===== src/rtl/hazard_pkg.sv =====
// Shared types and constants for the pipeline hazard controller.
package hazard_pkg;

  localparam int unsigned REG_W = 5;
  localparam logic [1:0]  RES_LOAD = 2'b01;

  typedef enum logic [1:0] {
    FWD_RF  = 2'b00,
    FWD_WB  = 2'b01,
    FWD_MEM = 2'b10
  } fwd_sel_e;

  typedef enum logic [1:0] {
    HZ_RUN,
    HZ_MEM_WAIT,
    HZ_ERROR
  } hz_state_e;

  // Per-stage hold/clear bundle driven onto the pipeline registers.
  typedef struct packed {
    logic stall_f;
    logic stall_d;
    logic stall_e;
    logic stall_m;
    logic stall_w;
    logic flush_d;
    logic flush_e;
  } hz_ctrl_t;

  localparam hz_ctrl_t CTRL_FREEZE = '{stall_f: 1'b1, stall_d: 1'b1, stall_e: 1'b1,
                                       stall_m: 1'b1, stall_w: 1'b1,
                                       flush_d: 1'b0, flush_e: 1'b0};

  localparam hz_ctrl_t CTRL_RESET = '{stall_f: 1'b0, stall_d: 1'b0, stall_e: 1'b0,
                                      stall_m: 1'b0, stall_w: 1'b0,
                                      flush_d: 1'b1, flush_e: 1'b1};

  // Unfrozen control: a taken branch squashes both younger stages, a load-use bubbles ID/EX.
  function automatic hz_ctrl_t run_ctrl(input logic lw_stall, input logic pc_src);
    hz_ctrl_t c;
    c.stall_f = lw_stall;
    c.stall_d = lw_stall;
    c.stall_e = 1'b0;
    c.stall_m = 1'b0;
    c.stall_w = 1'b0;
    c.flush_d = pc_src;
    c.flush_e = lw_stall | pc_src;
    return c;
  endfunction

endpackage


===== src/rtl/forward_unit.sv =====
// EX operand bypass select for one source register; MEM result wins over WB.
module forward_unit
  import hazard_pkg::*;
(
  input  logic [REG_W-1:0] rs_e,
  input  logic [REG_W-1:0] rd_m,
  input  logic [REG_W-1:0] rd_w,
  input  logic             reg_write_m,
  input  logic             reg_write_w,
  output logic [1:0]       sel_c
);

  always_comb begin
    sel_c = FWD_RF;
    if (reg_write_m && (rd_m != '0) && (rd_m == rs_e)) begin
      sel_c = FWD_MEM;
    end else if (reg_write_w && (rd_w != '0) && (rd_w == rs_e)) begin
      sel_c = FWD_WB;
    end
  end

endmodule


===== src/rtl/pipeline_hazard_ctrl.sv =====
// 5-stage pipeline stall/flush/forward sequencer with memory-wait freeze and timeout trap.
// Optional HAZARD_PERF_CNT_EN adds stall_cyc, lwstall_cnt and flush_cnt counters.
module pipeline_hazard_ctrl
  import hazard_pkg::*;
#(
  parameter int unsigned MEM_TIMEOUT = 255
) (
  input  logic             clk,
  input  logic             clr_n,
  input  logic [REG_W-1:0] Rs1D,
  input  logic [REG_W-1:0] Rs2D,
  input  logic [REG_W-1:0] Rs1E,
  input  logic [REG_W-1:0] Rs2E,
  input  logic [REG_W-1:0] RdE,
  input  logic [1:0]       ResultSrcE,
  input  logic             PCSrcE,
  input  logic [REG_W-1:0] RdM,
  input  logic [REG_W-1:0] RdW,
  input  logic             RegWriteM,
  input  logic             RegWriteW,
  input  logic             MemReqM,
  input  logic             MemReadyM,
  output logic             StallF,
  output logic             StallD,
  output logic             StallE,
  output logic             StallM,
  output logic             StallW,
  output logic             FlushD,
  output logic             FlushE,
  output logic [1:0]       ForwardAE,
  output logic [1:0]       ForwardBE,
  output logic             mem_err
`ifdef HAZARD_PERF_CNT_EN
  ,
  output logic [31:0]      stall_cyc,
  output logic [31:0]      lwstall_cnt,
  output logic [31:0]      flush_cnt
`endif
);

  localparam int unsigned CNT_W = $clog2(MEM_TIMEOUT + 1);

  hz_state_e        state, state_nx;
  logic [CNT_W-1:0] wait_cnt, wait_cnt_nx;
  logic             mem_err_nx;
  logic             lw_stall, mem_wait, mem_done, freeze;
  logic [1:0]       fwd_a, fwd_b;
  hz_ctrl_t         ctrl;

  forward_unit u_fwd_a (
    .rs_e        (Rs1E),
    .rd_m        (RdM),
    .rd_w        (RdW),
    .reg_write_m (RegWriteM),
    .reg_write_w (RegWriteW),
    .sel_c       (fwd_a)
  );

  forward_unit u_fwd_b (
    .rs_e        (Rs2E),
    .rd_m        (RdM),
    .rd_w        (RdW),
    .reg_write_m (RegWriteM),
    .reg_write_w (RegWriteW),
    .sel_c       (fwd_b)
  );

  assign lw_stall = (ResultSrcE == RES_LOAD) && (RdE != '0) && ((Rs1D == RdE) || (Rs2D == RdE));
  assign mem_wait = MemReqM & ~MemReadyM;
  // A dropped request while waiting is treated as completion.
  assign mem_done = MemReadyM | ~MemReqM;

  assign freeze = (state == HZ_ERROR) ||
                  ((state == HZ_RUN) && mem_wait) ||
                  ((state == HZ_MEM_WAIT) && !mem_done);

  // State register
  always_ff @(posedge clk or negedge clr_n) begin
    if (!clr_n) begin
      state    <= HZ_RUN;
      wait_cnt <= '0;
      mem_err  <= 1'b0;
    end else begin
      state    <= state_nx;
      wait_cnt <= wait_cnt_nx;
      mem_err  <= mem_err_nx;
    end
  end

  // Next-state logic; wait_cnt saturates at MEM_TIMEOUT by leaving for ERROR.
  always_comb begin
    state_nx    = state;
    wait_cnt_nx = wait_cnt;
    mem_err_nx  = mem_err;
    case (state)
      HZ_RUN: begin
        if (mem_wait) begin
          state_nx    = HZ_MEM_WAIT;
          wait_cnt_nx = CNT_W'(1);
        end
      end
      HZ_MEM_WAIT: begin
        if (mem_done) begin
          state_nx    = HZ_RUN;
          wait_cnt_nx = '0;
        end else if (wait_cnt == CNT_W'(MEM_TIMEOUT)) begin
          state_nx   = HZ_ERROR;
          mem_err_nx = 1'b1;
        end else begin
          wait_cnt_nx = wait_cnt + CNT_W'(1);
        end
      end
      HZ_ERROR: begin
        state_nx = HZ_ERROR;
      end
      default: begin
        state_nx    = HZ_RUN;
        wait_cnt_nx = '0;
      end
    endcase
  end

  // Output logic: reset forces the flush pattern, freeze overrides branch and load-use handling.
  always_comb begin
    ctrl      = run_ctrl(lw_stall, PCSrcE);
    ForwardAE = fwd_a;
    ForwardBE = fwd_b;
    if (!clr_n) begin
      ctrl      = CTRL_RESET;
      ForwardAE = FWD_RF;
      ForwardBE = FWD_RF;
    end else if (freeze) begin
      ctrl = CTRL_FREEZE;
    end
  end

  assign StallF = ctrl.stall_f;
  assign StallD = ctrl.stall_d;
  assign StallE = ctrl.stall_e;
  assign StallM = ctrl.stall_m;
  assign StallW = ctrl.stall_w;
  assign FlushD = ctrl.flush_d;
  assign FlushE = ctrl.flush_e;

`ifdef HAZARD_PERF_CNT_EN
  // Event counters; wrap naturally at 2^32.
  always_ff @(posedge clk or negedge clr_n) begin
    if (!clr_n) begin
      stall_cyc   <= '0;
      lwstall_cnt <= '0;
      flush_cnt   <= '0;
    end else if (freeze) begin
      stall_cyc <= stall_cyc + 32'(1);
    end else begin
      if (lw_stall) lwstall_cnt <= lwstall_cnt + 32'(1);
      if (PCSrcE)   flush_cnt   <= flush_cnt + 32'(1);
    end
  end
`endif

endmodule

===== config.mk =====
export PLATFORM = sky130hd
export DESIGN_NAME = pipeline_hazard_ctrl
export DESIGN_NICKNAME = d
export VERILOG_FILES = /design/src/rtl/hazard_pkg.sv /design/src/rtl/forward_unit.sv /design/src/rtl/pipeline_hazard_ctrl.sv
export SDC_FILE = /design/constraint.sdc
export NUM_CORES = 1
export LEC_CHECK = 0
export CAP_MARGIN = 20
export CORE_UTILIZATION = 36
export CTS_CLUSTER_DIAMETER = 80
export DETAILED_ROUTE_END_ITERATION = 10
export PLACE_DENSITY = 0.76
export SETUP_SLACK_MARGIN = 0.02
export SLEW_MARGIN = 30
export SYNTH_ARGS = -nofsm -noshare
export SYNTH_HDL_FRONTEND = slang
export SYNTH_SLANG_ARGS = --single-unit

===== constraint.sdc =====
create_clock -name clk -period 1.45 [get_ports clk]
set_input_delay 0.29 -clock clk [delete_from_list [all_inputs] [get_ports clk]]
set_output_delay 0.29 -clock clk [all_outputs]
set_load 0.05 [all_outputs]

==> metrics.md <==
| Metric | Value |
|---|---|
| Share of the synthesized area in the top cell type | `24.86%` |
| Maximum vdd ir drop | `303.1 µV` |
| CTS sink cnt | `11` |
| Vias per inst | `5.803` |
| CP max FO | `3` |
| Clk_skew | `0.001820 ns` |
| Layout Nets | `269` |
| Synth area leaders | `dfrtp_1 25%, xor2_1 17%, xnor2_1 7.9%` |
| PD cells | `461.8 nW/µm²` |
| Layout cells sized above 1 | `55.61%` |
| RSZ-0062 raised after global routing | `true` |
| Initial Util | `39.14%` |
| Via Count | `1,474` |
| FF-to-FF path depth | `8` |
| RR Endpoint | `wait_cnt[7]` |
| TNS Setup | `-7.476 ns` |
| Die ar. | `3302 µm²` |
| Max cap viols | `0` |
| Pin count of the biggest net entering global routing | `18` |
| Hpwl dp | `3204 µm` |
| WS Path Type | `reg -> out` |
| CP Capture Type | `primary output` |
| Busiest grt layer | `met2` |
| XOR/XNOR Fraction of Synth Area | `25.31%` |
| Post-synthesis cell type count | `45` |
| Total I/O pin count | `56` |
| Register area share after synthesis | `24.86%` |
| Syn nets | `171` |
| Root Driver | `clkbuf_4` |
| Met3 Use GR | `4.308%` |
| Reg2reg start | `state[1]` |
| Leakage Power | `1.024 nW` |
| Synth Area in Simple Gates | `28.36%` |
| Synth area leader | `dfrtp_1` |
| Final Setup Violations | `21` |
| WL per Instance | `20.89 µm` |
| Util after Layout | `85.71%` |
| Synthesized area | `1107 µm²` |
| Stages on the worst setup path | `5` |
| Total GRT Usage | `28.12%` |
| Achievable frequency | `506.6 MHz` |
| Final Cycle Share | `136.1%` |
| Hold Buf Count CTS | `0` |
| Failing checks | `design-rule violations, negative setup slack` |
| Vias in the first global route | `1,458` |
| Required @ worst endpoint | `1.16 ns` |
| Syn_area_per_cell | `8.788 µm²` |
| Ys Warns | `0` |
| Most numerous cell on the critical path | `nand2_4` |
| Initial antenna violation count | `0` |
| Clk slew on worst S/H paths | `0.08 ns` |
| Worst path slowest cell | `or3b_4` |
| FFs w/ async S/R, synth | `100.0%` |
| Post-route worst setup slack | `-0.5239 ns` |
| Clock tree buffer depth | `2` |
| Core area | `2829 µm²` |
| Synth Area in Compound Gates | `13.45%` |
| Initial DRC Count | `76` |
| Top_reg_cell synth | `dfrtp_1` |
| CTS tree | `done` |
| Worst Hold Class | `in -> async` |
| Clock Latency Late Sink | `0.28 ns` |
| Tmin final | `1.974 ns` |
| Status | `finished with violations` |
| DRC | `1` |
| First-pass DRT Iterations | `7` |
| Antenna cells | `0` |
| FP Rows | `19` |
| Final ANT Viol Nets | `0` |
| Htree depth | `1` |
| Die height | `57.46 µm` |
| CP startpoint kind | `flip-flop` |
| Max Slew Vio Count | `0` |
| Drt total wl | `5307 µm` |
| Worst-Margin Slew | `0.3480 ns` |
| Placer Congestion | `0.8704` |
| Worst Path Buf+Inv | `2` |
| Die width | `57.46 µm` |
| Crit path arrival time | `1.68 ns` |
| Crit-path cells | `or3b_4 -> nand2_4 -> nand2_4 -> clkinvlp_4 -> buf_12` |
| Main combinational cell family by area after synthesis | `simple AND/OR/NAND/NOR gates` |
| Adder-Cell Fraction of Synth Area | `1.130%` |
| Final Hold Fails | `0` |
| Slew headroom | `76.80%` |
| GRT Residual Overflow | `0` |
| Mux contribution to synthesized area | `1.808%` |
| #FFs+latches synth | `11` |
| Grt met2 use | `56.31%` |
| IO Port Bufs | `55` |
| Slowest stage delay, CP | `0.46 ns` |
| Worst Setup SP | `state[1]` |
| CP top delay family | `simple AND/OR/NAND/NOR gates` |
| Synth Instances | `126` |
| Global-route met1 utilization | `30.75%` |
| Worst reg-to-reg setup slack | `-0.46 ns` |
| Synthesis-to-finish area growth | `119.0%` |
| Clock buffer count from CTS | `3` |
| First-pass GRT wire length | `6955 µm` |
| Post-synth EDFFs | `0` |
| Critical path endpoint | `StallE` |
cell usage in the layout, fill, tap and decap left out, types with 2 or more instances in the layout:
master,count
buf_4,33
o21ai_4,2
xor2_1,20
dlygate4sd2_1,15
clkdlybuf4s15_2,2
buf_6,14
buf_2,6
and2_4,2
clkdlybuf4s50_1,5
nand3_1,2
nand2_4,3
nand3_4,2
xnor2_1,8
nand2_1,7
nor3_2,3
or4_4,5
nor4_4,3
o21ai_0,2
nor3_4,2
clkbuf_2,7
nand4_1,2
clkdlybuf4s15_1,6
nor2_1,4
xor2_2,2
nor3_1,2
dfrtp_1,11
mux2i_1,2
clkbuf_4,3
buf_12,11
repair_timing:
| action | CTS | global route |
|---|---|---|
| hold endpoints to repair | 0 | 0 |
| pin swaps | 35 | 30 |
| gates resized for setup | 100 | 38 |
| endpoints found under the setup margin | 18 | 19 |
| buffers inserted | 5 | 7 |
per-layer routing:
layer / share of wire [%] / vias to the layer above
li1: - / 656
met1: 35 / 700
met2: 54 / 92
met3: 7.2 / 26
met4: 4.1 / 0
met5: 0 / -
flip-flops by register name (all words and copies together) (netlist names):
signal,flops
wait_cnt,8
state,2
mem_err,1
cells in the mapped netlist, drive strengths merged, types with 2 or more instances:
| cell | number |
|---|---|
| a21oi | 2 |
| xnor2 | 10 |
| nor4 | 4 |
| o22ai | 2 |
| buf | 5 |
| mux2i | 2 |
| nand4 | 2 |
| o21ai | 4 |
| and2 | 2 |
| nand2 | 11 |
| or4 | 5 |
| dfrtp | 11 |
| nor3 | 7 |
| nand3 | 5 |
| a21boi | 2 |
| xor2 | 22 |
| o31ai | 3 |
| nor2 | 6 |
| inv | 2 |
worst register-to-register path: stages (launching register included):
cell and delay (ns):
dfrtp_1 0.45, buf_6 0.15, buf_6 0.10, buf_6 0.11
nor3b_4 0.20, buf_4 0.16, nor2_2 0.05, or4_4 0.50
a21boi_2 0.14
cell type report:
cell class / instances / area (µm²)
multi-input cells: 107 / 1119
repair buffers: 99 / 954.7
fillers: 157 / 404.1
flip-flops and latches: 11 / 275.3
well taps: 31 / 38.79
clock buffers: 4 / 26.28
inverters: 2 / 11.26
worst min-delay path by stage:
stage | start | slack [ns] | endpoint | cells after the start
5_1_grt | clr_n | 0.05 | wait_cnt[1] | 2
4_1_cts | clr_n | 0.20 | state[1] | 2
3_3_place_gp | wait_cnt[6] | 0.52 | wait_cnt[6] | 1
3_5_place_dp | mem_err | 0.53 | mem_err | 1
6_report | clr_n | 0.03 | wait_cnt[0] | 2
2_1_floorplan | clr_n | -0.006 | mem_err | 0
per-stage QoR:
stage | hold WS [ns] | power, W | setup WS (ns) | cell area (µm²) | std cells
floorplan | -0.005591 | 0.0005430 | -0.4859 | 1261 | 126
global placement | 0.5189 | 0.0008131 | -0.8256 | 2151 | 242
detailed placement | 0.5269 | 0.0008309 | -0.8547 | 2151 | 242
CTS | 0.2007 | 0.001059 | -0.5530 | 2307 | 249
global route | 0.04975 | 0.001164 | -0.5628 | 2425 | 254
finish | 0.02714 | 0.001120 | -0.5239 | 2425 | 254
kinds of logic (layout without fill, tap and decap cells):
logic type,Yosys count,in the layout
simple gates,51,51
fa+ha+maj,1,1
xor+xnor,32,32
compound gates,21,21
mux,2,2
flops,11,11
buf+inv,8,105
where the power goes:
group / total (W) / internal, W / switching [W]
registers: 0.000324 / 0.000315 / 0.00000920
clock network: 0.000225 / 0.000107 / 0.000118
logic: 0.000571 / 0.000288 / 0.000283
(Power assumes the default switching activity.)
